===== src/rtl/delay_pkg.sv =====
// Shared helpers for the programmable delay line: depth clamping and the
// bit width of one stage record {vld, data[NCH]}.
package delay_pkg;

  // Limit a requested depth to the number of physical stages available.
  function automatic int clamp_len(input int req, input int max);
    return (req > max) ? max : req;
  endfunction

  // Width of one packed stage record: one valid bit plus NCH data words.
  function automatic int stage_bits(input int dw, input int nch);
    return 1 + dw * nch;
  endfunction

endpackage


===== src/rtl/delay_tap_sel.sv =====
// Output tap selector for the delay line. This is a purely combinational
// MAX_LEN:1 mux plus a zero-depth bypass. It is kept separate so that a
// pipelined or one-hot variant can replace it without touching the stages.
module delay_tap_sel
  import delay_pkg::*;
#(
  parameter int DW      = 8,
  parameter int NCH     = 2,
  parameter int MAX_LEN = 16,
  parameter int LW      = $clog2(MAX_LEN + 1),
  parameter int SW      = stage_bits(DW, NCH)
) (
  input  logic [LW-1:0]                len_i,
  input  logic [MAX_LEN-1:0][SW-1:0]   stages_i,
  input  logic                         en_i,
  input  logic                         in_valid_i,
  input  logic [NCH-1:0][DW-1:0]       in_data_i,
  output logic                         out_valid_o,
  output logic [NCH-1:0][DW-1:0]       out_data_o
);

  // Pick stage len-1, or pass the input straight through when depth is zero.
  always_comb begin
    out_valid_o = 1'b0;
    out_data_o  = '0;
    if (len_i == '0) begin
      out_valid_o = in_valid_i & en_i;
      out_data_o  = in_data_i;
    end else begin
      for (int k = 0; k < MAX_LEN; k++) begin
        if (len_i == LW'(k + 1)) begin
          {out_valid_o, out_data_o} = stages_i[k];
        end
      end
    end
  end

endmodule


===== src/rtl/prog_delay_line.sv =====
// Multi-channel delay line with a run-time programmable depth. All channels
// share one valid flag, one enable and one depth. A depth write flushes the
// valid bits of the line so that no stale beat is emitted at the new depth.
module prog_delay_line
  import delay_pkg::*;
#(
  parameter int DW      = 8,
  parameter int NCH     = 2,
  parameter int MAX_LEN = 16,
  parameter int DEF_LEN = 4,
  parameter int LW      = $clog2(MAX_LEN + 1)
) (
  input  logic                   clk,
  input  logic                   rst,
  input  logic                   en,
  input  logic                   in_valid,
  input  logic [NCH-1:0][DW-1:0] in_data,
  input  logic                   cfg_wr,
  input  logic [LW-1:0]          cfg_len,
  output logic                   out_valid,
  output logic [NCH-1:0][DW-1:0] out_data,
  output logic [LW-1:0]          cur_len,
  output logic                   primed,
  output logic                   cfg_err
);

  localparam int SW = stage_bits(DW, NCH);

  typedef struct packed {
    logic                   vld;
    logic [NCH-1:0][DW-1:0] data;
  } stage_t;

  stage_t [MAX_LEN-1:0] stage_q, stage_d;
  logic   [LW-1:0]      cur_len_q, cur_len_d;
  logic   [LW-1:0]      fill_q, fill_d;
  logic                 cfg_err_q, cfg_err_d;

  // Shift on enable; a depth write clears every valid bit except the beat
  // entering stage 0 in the same cycle, which keeps its own valid flag.
  always_comb begin
    stage_d = stage_q;
    if (en) begin
      stage_d[0].vld  = in_valid;
      stage_d[0].data = in_data;
      for (int k = 1; k < MAX_LEN; k++) begin
        stage_d[k] = stage_q[k-1];
      end
    end
    if (cfg_wr) begin
      for (int k = 0; k < MAX_LEN; k++) begin
        stage_d[k].vld = 1'b0;
      end
      if (en) begin
        stage_d[0].vld = in_valid;
      end
    end
  end

  // Depth, overflow pulse and fill count; fill saturates at the active depth.
  always_comb begin
    cur_len_d = cur_len_q;
    fill_d    = fill_q;
    cfg_err_d = 1'b0;
    if (cfg_wr) begin
      cur_len_d = LW'(clamp_len(int'(cfg_len), MAX_LEN));
      cfg_err_d = (int'(cfg_len) > MAX_LEN);
      fill_d    = en ? LW'(1) : '0;
    end else if (en && (fill_q < cur_len_q)) begin
      fill_d = fill_q + LW'(1);
    end
  end

  // State registers; reset wins over any depth write or enable.
  always_ff @(posedge clk) begin
    if (rst) begin
      stage_q   <= '0;
      cur_len_q <= LW'(DEF_LEN);
      fill_q    <= '0;
      cfg_err_q <= 1'b0;
    end else begin
      stage_q   <= stage_d;
      cur_len_q <= cur_len_d;
      fill_q    <= fill_d;
      cfg_err_q <= cfg_err_d;
    end
  end

  delay_tap_sel #(
    .DW      (DW),
    .NCH     (NCH),
    .MAX_LEN (MAX_LEN),
    .LW      (LW),
    .SW      (SW)
  ) u_tap_sel (
    .len_i       (cur_len_q),
    .stages_i    (stage_q),
    .en_i        (en),
    .in_valid_i  (in_valid),
    .in_data_i   (in_data),
    .out_valid_o (out_valid),
    .out_data_o  (out_data)
  );

  assign cur_len = cur_len_q;
  assign cfg_err = cfg_err_q;
  assign primed  = (cur_len_q == '0) || (fill_q == cur_len_q);

endmodule


===== config.mk =====
export PLATFORM = sky130hd
export DESIGN_NAME = prog_delay_line
export DESIGN_NICKNAME = d
export VERILOG_FILES = /design/src/rtl/delay_pkg.sv /design/src/rtl/delay_tap_sel.sv /design/src/rtl/prog_delay_line.sv
export SDC_FILE = /design/constraint.sdc
export NUM_CORES = 1
export LEC_CHECK = 0
export ABC_CLOCK_PERIOD_IN_PS = 3100
export CORE_MARGIN = 2
export CORE_UTILIZATION = 25
export CTS_BUF_LIST = sky130_fd_sc_hd__clkbuf_8
export DETAILED_ROUTE_END_ITERATION = 16
export HOLD_SLACK_MARGIN = 0.15
export PLACE_DENSITY = 0.38
export SLEW_MARGIN = 20
export SYNTH_ARGS = -nofsm -noshare
export SYNTH_HDL_FRONTEND = slang
export SYNTH_HIERARCHICAL = 1
export SYNTH_SLANG_ARGS = --single-unit

===== constraint.sdc =====
create_clock -name clk -period 3.1 [get_ports clk]
set_clock_uncertainty 0.05 [all_clocks]
set_input_delay 0.62 -clock clk [delete_from_list [all_inputs] [get_ports clk]]
set_output_delay 0.62 -clock clk [all_outputs]
set_load 0.01 [all_outputs]

==> flow_summary.toml, run 1 <==
[setup_path]
worst_setup_path_end_kind = "output port"
cp.required_ns = 2.43
r2r_end = "fill_q[4]"
crit_type = "register to output port"
worstSetupStartpointType = "register"
cp_max_fo = 7
startpoint = "cur_len[1]"
r2r_cells = 9
critical_path_arrival_ns = 2.78
r2r_slack_ns = 0.92
r2r-start = "cur_len[3]"

[global_routing]
grt_pass1_wl_um = 71800
track_usage = 0.177
antenna_found_initial = 3
grt.overflow.total = 0
first_global_vias = 11200
grt_max_degree = 126

[power]
leakage_nw = 7.40
powerDensity_nw_per_um2 = 482
vdd_drop_max_uv = 234

[floorplan]
die_height_um = 230
num_rows = 82
io_pins = 50
die_area_um2 = 53000
die_w_um = 230
initial_core_util = 0.254
fp.coreArea_um2 = 50300

[place]
place_area_um2 = 15300
gp_congestion = 0.796
io_buffers = 49
place_ws_ns = -0.328
dp_hpwl_um = 33700

[final_layout]
mostFrequentLayoutCells = "nor2_1, dfxtp_1, mux2i_1, buf_4, clkbuf_8"
final_common_cell = "nor2_1"
final_area_um2 = 17500
syn_to_final_growth_pct = 36.5
fill_cells = 5242
post_route_cells_drive_above_1_share = 0.267
final_core_util = 0.347
fin_nets = 1678

[hold_path]
hp-class = "input pin to register"
holdPathEnd = "stage_q[67]"
min_from = "en"
hold_path_depth = 3

[logic_synthesis]
synth_edf_count = 0
synth_area_um2 = 12800
ys_types = 59
yosys_warnings = 6
synth_seq_cells = 283
synth_nets = 1449
syn_area_per_cell_um2 = 9.02
seq_area_frac_synth = 0.443
async_flop_share = 0
synth_cells = 1417
synth_ff_type = "dfxtp_1"

[timing]
period_share = 1.11
hold_viol = 0
fmax_mhz = 290
slew-limit-headroom = 0.338
finalSetupViolCount = 17
rsz0062_at_grt = "true"
min_period_ns = 3.45
worstMarginPinSlew_ns = 0.993
fin_ws_ns = -0.348
slew_viol_final = 0

[cts]
cts_tree = "yes"
cts_buffer_depth = 3
clkSinkCount = 283
numCtsBuffers = 54
root_buffer = "clkbuf_8"
clk_latency_ns = 0.65
holdBufCountCts = 0
clkTransAtPathRegs_ns = 0.06
h-tree-depth = 2

[detailed_routing]
wire_per_inst_um = 20.0
first_iter_violations = 809
drc_errors = 0
wirelength_um = 47100
drt_first_pass_iters = 6
dr_total_vias = 11400
vias_per_cell = 4.81
detail-route-antenna-nets = 0

[flow_run]
drv_cap = 0

[status]
violations = "setup timing"
status = "finished with violations"
[state kept, by name, summed over array words and instances (netlist names)]
register and cells:
stage_q 272, cur_len 5, fill_q 5, cfg_err 1
[stage by stage]
stage	hold slack, ns	total power [W]	setup TNS, ns	cells
finish	0.343	0.00841	-3.74	2360
global route	0.327	0.00877	-5.77	2360
CTS	0.296	0.00853	-4.56	2352
detailed placement	0.430	0.00469	-3.81	2231
global placement	0.421	0.00470	-3.50	2231
floorplan	0.405	0.00423	0	1417
[layout make-up]
cell class,instances,area (um^2),share of cell area
antenna,2,5.00,0.000287
clock buffer,72,991,0.0568
clock inverter,24,104,0.00595
inverter,12,45.0,0.00258
multi-input combinational,1020,7210,0.413
sequential,283,5680,0.326
tap,672,841,0.0482
timing repair buffer,275,2570,0.147
[synthesized netlist by cell type, types with 3 or more instances]
library cell  instances  area share
nor4_1                5      0.0024
nand2b_1             10      0.0049
clkbuf_1             45       0.013
buf_4                12      0.0070
nand4_1               3      0.0015
nor2b_1              13      0.0064
or3_1                 4      0.0020
nor3_1               10      0.0039
o22ai_1              29       0.014
and3_1                5      0.0024
o31ai_1               3      0.0018
nor2_1              330       0.097
o21ai_0              72       0.028
ha_1                  6      0.0059
dfxtp_1             283        0.44
mux2i_1             272        0.21
a22o_1                9      0.0062
a221oi_1              9      0.0062
o221ai_1             13      0.0089
o21a_1                3      0.0018
buf_2                38       0.015
a222oi_1              8      0.0063
buf_1                 4      0.0012
a221o_1               6      0.0047
o211ai_1              4      0.0023
o22a_1                6      0.0041
a211oi_1             11      0.0065
inv_1                12      0.0035
a31oi_1               9      0.0044
nand3_1              24      0.0094
nand2_1              48       0.014
a21oi_1              54       0.021
a22oi_1              23       0.014
[worst max-delay path, stage by stage (launching register included)]
cell and delay [ns]:
dfxtp_4 0.37, or3_4 0.43, nor2_8 0.16, buf_6 0.14, nand2_2 0.05, a22oi_1 0.18
o221ai_1 0.14, a221o_1 0.37, a2bb2oi_2 0.16, buf_2 0.15
[cells by family after synthesis]
family | share of synthesized area
muxes | 0.214
and+or+nand+nor | 0.158
adders and majority gates | 0.00587
DFF | 0.443
AOI/OAI and AO/OA | 0.137
buffers and inverters | 0.0420
[worst max-delay path by stage]
stage                              end
after floorplan           out_data[11]
after global placement       out_valid
after detailed placement  out_data[14]
after CTS                  out_data[3]
after global routing      out_data[12]
final                     out_data[12]
[layer usage]
layer | routed length (um) | up-vias | global-route usage
li1 | - | 5521 | -
met1 | 24300 | 5525 | 0.265
met2 | 19700 | 245 | 0.257
met3 | 2350 | 60 | 0.0357
met4 | 782 | 0 | 0.0433
met5 | 0 | - | 0
[what timing repair did]
action                                  CTS  global route
buffers inserted                         27             9
pin swaps                                62            43
endpoints found under the setup margin   18            17
gates resized for setup                 243            58
gates cloned                              1             0
[power breakdown]
group / leakage [nW] / internal (W) / switching, W
clock network: 0.644 / 0.00206 / 0.00164
registers: 2.29 / 0.00367 / 0.0000394
logic: 4.47 / 0.000456 / 0.000550
total: 7.40 / 0.00618 / 0.00223
Note: power is estimated with default switching activity, not from simulation.
==> inputs of run 2 (changes only) <==
--- a/config.mk
+++ b/config.mk
@@ -6,7 +6,7 @@
 export NUM_CORES = 1
 export LEC_CHECK = 0
 export ABC_CLOCK_PERIOD_IN_PS = 3100
-export CORE_MARGIN = 2
+export CAP_MARGIN = 20
 export CORE_UTILIZATION = 25
 export CTS_BUF_LIST = sky130_fd_sc_hd__clkbuf_8
 export DETAILED_ROUTE_END_ITERATION = 16
==> run 2 against run 1 <==
Effect of this change: largest cell class unchanged; the run still ends with setup timing left; via count decreased by 1.3%; count of clock-buffer cells in the layout decreased by 6; sequential cell count stayed put; register-to-register slack worse by 0.16 ns; global-route usage is 0.36 points lower; critical endpoint is now out_data[5]; first-iteration DRC count shrank 24%; largest power group unchanged; final cell count shrank 0.47%; sequential share of layout area up 0.33 points.
==> flow_summary.toml, run 2 (synthesis results as in run 1) <==
[power]
leakage_nw = 7.34
clkPwrFrac = 0.435
vdd_drop_max_uv = 264
p_switching_w = 0.00220
sw_frac_of_total = 0.265
pwr-share-seq = 0.447
intPower_w = 0.00610
powerDensity_nw_per_um2 = 481
combPwrFrac = 0.118

[timing]
fin_ws_ns = -0.396
rsz0062_at_grt = "true"
whs_ns = 0.303
fmax_mhz = 286
fin_setup_tns_ns = -5.07
worstMarginPinSlew_ns = 1.05
hold_viol = 0
finalSetupViolCount = 17
min_period_ns = 3.50
period_share = 1.13
slew-limit-headroom = 0.298
slew_viol_final = 0

[detailed_routing]
wirelength_um = 45800
vias_per_cell = 4.77
first_iter_violations = 613
drc_errors = 0
wire_per_inst_um = 19.5
drt_first_pass_iters = 5
detail-route-antenna-nets = 0
dr_total_vias = 11200

[cts]
numCtsBuffers = 53
h-tree-depth = 2
cts_buffer_depth = 3
clkTransAtPathRegs_ns = 0.06
clk_latency_ns = 0.64
root_buffer = "clkbuf_8"
clkSinkCount = 283
cts_tree = "yes"

[final_layout]
fin_nets = 1675
antenna_cells = 0
largest_register_ffs = 272
max_flop_register = "stage_q"
syn_to_final_growth_pct = 35.1
final_area_um2 = 17300
final_common_cell = "nor2_1"
post_route_cells_drive_above_1_share = 0.263
mostFrequentLayoutCells = "nor2_1, dfxtp_1, mux2i_1, buf_4, clkbuf_8"

[setup_path]
r2r_cells = 9
worst_setup_path_end_kind = "output port"
r2r_end = "fill_q[3]"
worstSetupStartpointType = "register"
r2r-start = "cur_len[1]"
r2r_slack_ns = 0.76
cp.required_ns = 2.43
critical_path_arrival_ns = 2.83
crit_type = "register to output port"
cp_max_fo = 4

[global_routing]
first_global_vias = 11100
grt.overflow.total = 0
track_usage = 0.174
grt_pass1_wl_um = 69600
antenna_found_initial = 2
grt_max_degree = 136

[status]
violations = "setup timing"
status = "finished with violations"

[floorplan]
fp.coreArea_um2 = 50300
die_area_um2 = 52000
num_rows = 82
initial_core_util = 0.254
die_height_um = 228
die_w_um = 228
io_pins = 50

[hold_path]
min_from = "en"
hp-class = "input pin to register"
hold_path_depth = 3
holdPathEnd = "stage_q[66]"

[place]
io_buffers = 49
dp_hpwl_um = 32700
place_ws_ns = -0.334
place_area_um2 = 15200
gp_congestion = 0.833

[flow_run]
drv_cap = 0
[run 2: worst max path at each step]
stage,startpoint,to,slack [ns],depth (start not counted)
after CTS,cur_len[1],out_data[12],-0.45,10
after floorplan,cur_len[0],out_data[11],0.43,8
final,cur_len[0],out_data[5],-0.40,11
after global placement,cur_len[4],out_valid,-0.40,12
after global routing,cur_len[4],out_data[5],-0.56,12
after detailed placement,cur_len[4],out_valid,-0.33,12
[run 2: layout make-up]
type	instances	area [um^2]
Fill cell	5314	33000
Multi-Input combinational cell	1020	7150
Sequential cell	283	5680
Timing Repair Buffer	273	2520
Clock buffer	66	908
Tap cell	672	841
Clock inverter	23	130
Inverter	12	45.0
[run 2: critical path, stage by stage (launching register included)]
cell and delay, ns:
dfxtp_4 0.36, buf_12 0.13, buf_4 0.14, or3_1 0.42
o22ai_1 0.18, a211oi_1 0.08, buf_4 0.16, a21oi_1 0.18
o21ai_1 0.11, buf_4 0.16, a22o_1 0.16, buf_2 0.13
[run 2: power by group through the flow]
stage          Sequential, W  Combinational (W)  Clock (W)
2_1_floorplan        0.00377           0.000461          0
3_3_place_gp         0.00379           0.000883          0
3_5_place_dp         0.00378           0.000879          0
4_1_cts              0.00371           0.000949    0.00376
5_1_grt              0.00371            0.00105    0.00392
6_report             0.00371           0.000981    0.00361
[run 2: layer usage]
metal,vias up,wire length (um),GRT usage
met5,-,13,0
met4,2,826,0.0539
met3,52,2210,0.0300
met2,226,19500,0.256
met1,5415,23200,0.254
li1,5507,-,-
[run 2: metrics by stage]
stage | utilization | cells | power [W]
2_1_floorplan | - | 1417 | 0.00423
3_3_place_gp | 0.302 | 2218 | 0.00467
3_5_place_dp | 0.302 | 2218 | 0.00466
4_1_cts | 0.337 | 2334 | 0.00842
5_1_grt | 0.344 | 2349 | 0.00868
6_report | 0.344 | 2349 | 0.00830
[run 2: repair_timing]
item,CTS,global route
pin swaps,64,36
endpoints found under the hold margin,1,0
resized for setup,227,61
endpoints found under the setup margin,18,18
buffers inserted,27,18
cloned,0,1
hold buffers,1,0
==> inputs of run 3 (changes only) <==
--- a/config.mk
+++ b/config.mk
@@ -7,11 +7,13 @@
 export LEC_CHECK = 0
 export ABC_CLOCK_PERIOD_IN_PS = 3100
 export CAP_MARGIN = 20
+export CORE_MARGIN = 2
 export CORE_UTILIZATION = 25
 export CTS_BUF_LIST = sky130_fd_sc_hd__clkbuf_8
 export DETAILED_ROUTE_END_ITERATION = 16
 export HOLD_SLACK_MARGIN = 0.15
 export PLACE_DENSITY = 0.38
+export SKIP_CTS_REPAIR_TIMING = 1
 export SLEW_MARGIN = 20
 export SYNTH_ARGS = -nofsm -noshare
 export SYNTH_HDL_FRONTEND = slang
==> run 3 against run 2 <==
Effect of this change: the flow still finishes with violations (setup timing); via count rose by 0.83%; fmax rose by 1.9%; first-iteration DRC count rose by 24%; critical path type unchanged; highest routed layer is now met4.
==> flow_summary.toml, run 3 (synthesis results as in run 1) <==
[setup_path]
r2r_end = "fill_q[4]"
r2r_cells = 9
cp_top_family = "compound AO/OA/AOI/OAI gates"
critPathMaxStageDelay_ns = 0.36
crit_type = "register to output port"
startpoint = "cur_len[4]"
worst_setup_path_end_kind = "output port"
crit_end = "out_data[3]"
crit_slowest_cell = "dfxtp_4"
cp.depth = 11
r2r-start = "cur_len[1]"
cp.required_ns = 2.43
critPathMostFrequentCell = "buf_6"
path_buf_inv = 5
crit_chain = "buf_6, nor4b_4, buf_6, buf_12, o21ai_0, a22oi_2, o21ai_2, a211oi_2, buf_4, o21a_1, buf_2"
critical_path_arrival_ns = 2.76
worstSetupStartpointType = "register"
r2r_slack_ns = 0.85
cp_max_fo = 6

[floorplan]
fp.coreArea_um2 = 50300
die_height_um = 230
io_pins = 50
num_rows = 82
initial_core_util = 0.254
die_w_um = 230
die_area_um2 = 53000

[cts]
cts_buffer_depth = 3
root_buffer = "clkbuf_8"
numCtsBuffers = 54
clkTransAtPathRegs_ns = 0.06
clkSinkCount = 283
h-tree-depth = 2
clk_latency_ns = 0.65
cts_tree = "yes"

[global_routing]
grt_pass1_wl_um = 70700
grt.overflow.total = 0
grt_max_degree = 126
antenna_found_initial = 2
first_global_vias = 11000
track_usage = 0.175

[timing]
hold_viol = 0
slew_viol_final = 0
min_period_ns = 3.43
rsz0062_at_grt = "true"
worstMarginPinSlew_ns = 0.995
slew-limit-headroom = 0.336
whs_ns = 0.341
finalSetupViolCount = 17
fin_ws_ns = -0.331
fmax_mhz = 291
period_share = 1.11

[detailed_routing]
drt_first_pass_iters = 6
detail-route-antenna-nets = 0
dr_total_vias = 11300
vias_per_cell = 4.81
drc_errors = 0
dr_wl_met2_um = 19400
highest_layer = "met4"
first_iter_violations = 760
m1WireLength_um = 24500
wirelength_um = 46900
wire_per_inst_um = 20.0
wl_met3_um = 2120

[hold_path]
hp-class = "input pin to register"

[final_layout]
fill_cells = 5250
post_route_cells_drive_above_1_share = 0.263
syn_to_final_growth_pct = 35.0
max_flop_register = "stage_q"
fin_nets = 1667
instances_no_fill = 2348
mostFrequentLayoutCells = "nor2_1, dfxtp_1, mux2i_1, buf_4, clkbuf_8"
largest_register_ffs = 272
final_common_cell = "nor2_1"
final_core_util = 0.343

[place]
dp_hpwl_um = 33700
place_ws_ns = -0.328
io_buffers = 49
post-place-cells = 2231
gp_congestion = 0.796

[status]
violations = "setup timing"
status = "finished with violations"

[power]
leakage_nw = 7.33
power_w = 0.00838
powerDensity_nw_per_um2 = 486
vdd_drop_max_uv = 232

[flow_run]
drv_cap = 0
==> run 3: area by class of cell <==
class	count	area (um^2)	share of cell area
multi-input combinational	1020	7190	0.417
sequential	283	5680	0.329
timing repair buffer	264	2400	0.139
clock buffer	72	991	0.0574
tap	672	841	0.0487
clock inverter	24	104	0.00602
inverter	12	45.0	0.00261
antenna	1	2.50	0.000145
==> run 3: metal layers <==
metal / up-vias / GRT usage
li1: 5489 / -
met1: 5506 / 0.263
met2: 234 / 0.250
met3: 66 / 0.0358
met4: 0 / 0.0456
met5: - / 0
==> run 3: how the worst min path moves through the flow <==
stage          cells after the start          from  slack [ns]            to
2_1_floorplan                      2  stage_q[271]        0.40  stage_q[271]
3_3_place_gp                       2  stage_q[271]        0.42  stage_q[271]
3_5_place_dp                       2  stage_q[271]        0.43  stage_q[271]
4_1_cts                            3            en        0.30   stage_q[67]
5_1_grt                            3            en        0.33   stage_q[84]
6_report                           3            en        0.34   stage_q[67]
==> run 3: per-stage QoR <==
| step | instance area, um^2 | TNS (ns) |
|---|---|---|
| floorplan | 12800 | 0 |
| global placement | 15300 | -3.50 |
| detailed placement | 15300 | -3.81 |
| CTS | 16400 | -16.00 |
| global route | 17300 | -6.11 |
| finish | 17300 | -4.11 |
==> run 3: worst reg2reg max path, stage by stage, from the launching register on <==
cell	delay, ns
dfxtp_4	0.39
buf_6	0.14
buf_4	0.11
buf_4	0.14
inv_1	0.05
ha_1	0.29
nor2b_1	0.15
o21a_1	0.23
or4_1	0.48
a21oi_1	0.15
==> run 3: report_power, final <==
group          internal [W]  leakage, nW  switching [W]
logic              0.000440         4.40       0.000544
registers           0.00367         2.29      0.0000383
clock network       0.00206        0.644        0.00163
total               0.00617         7.33        0.00222
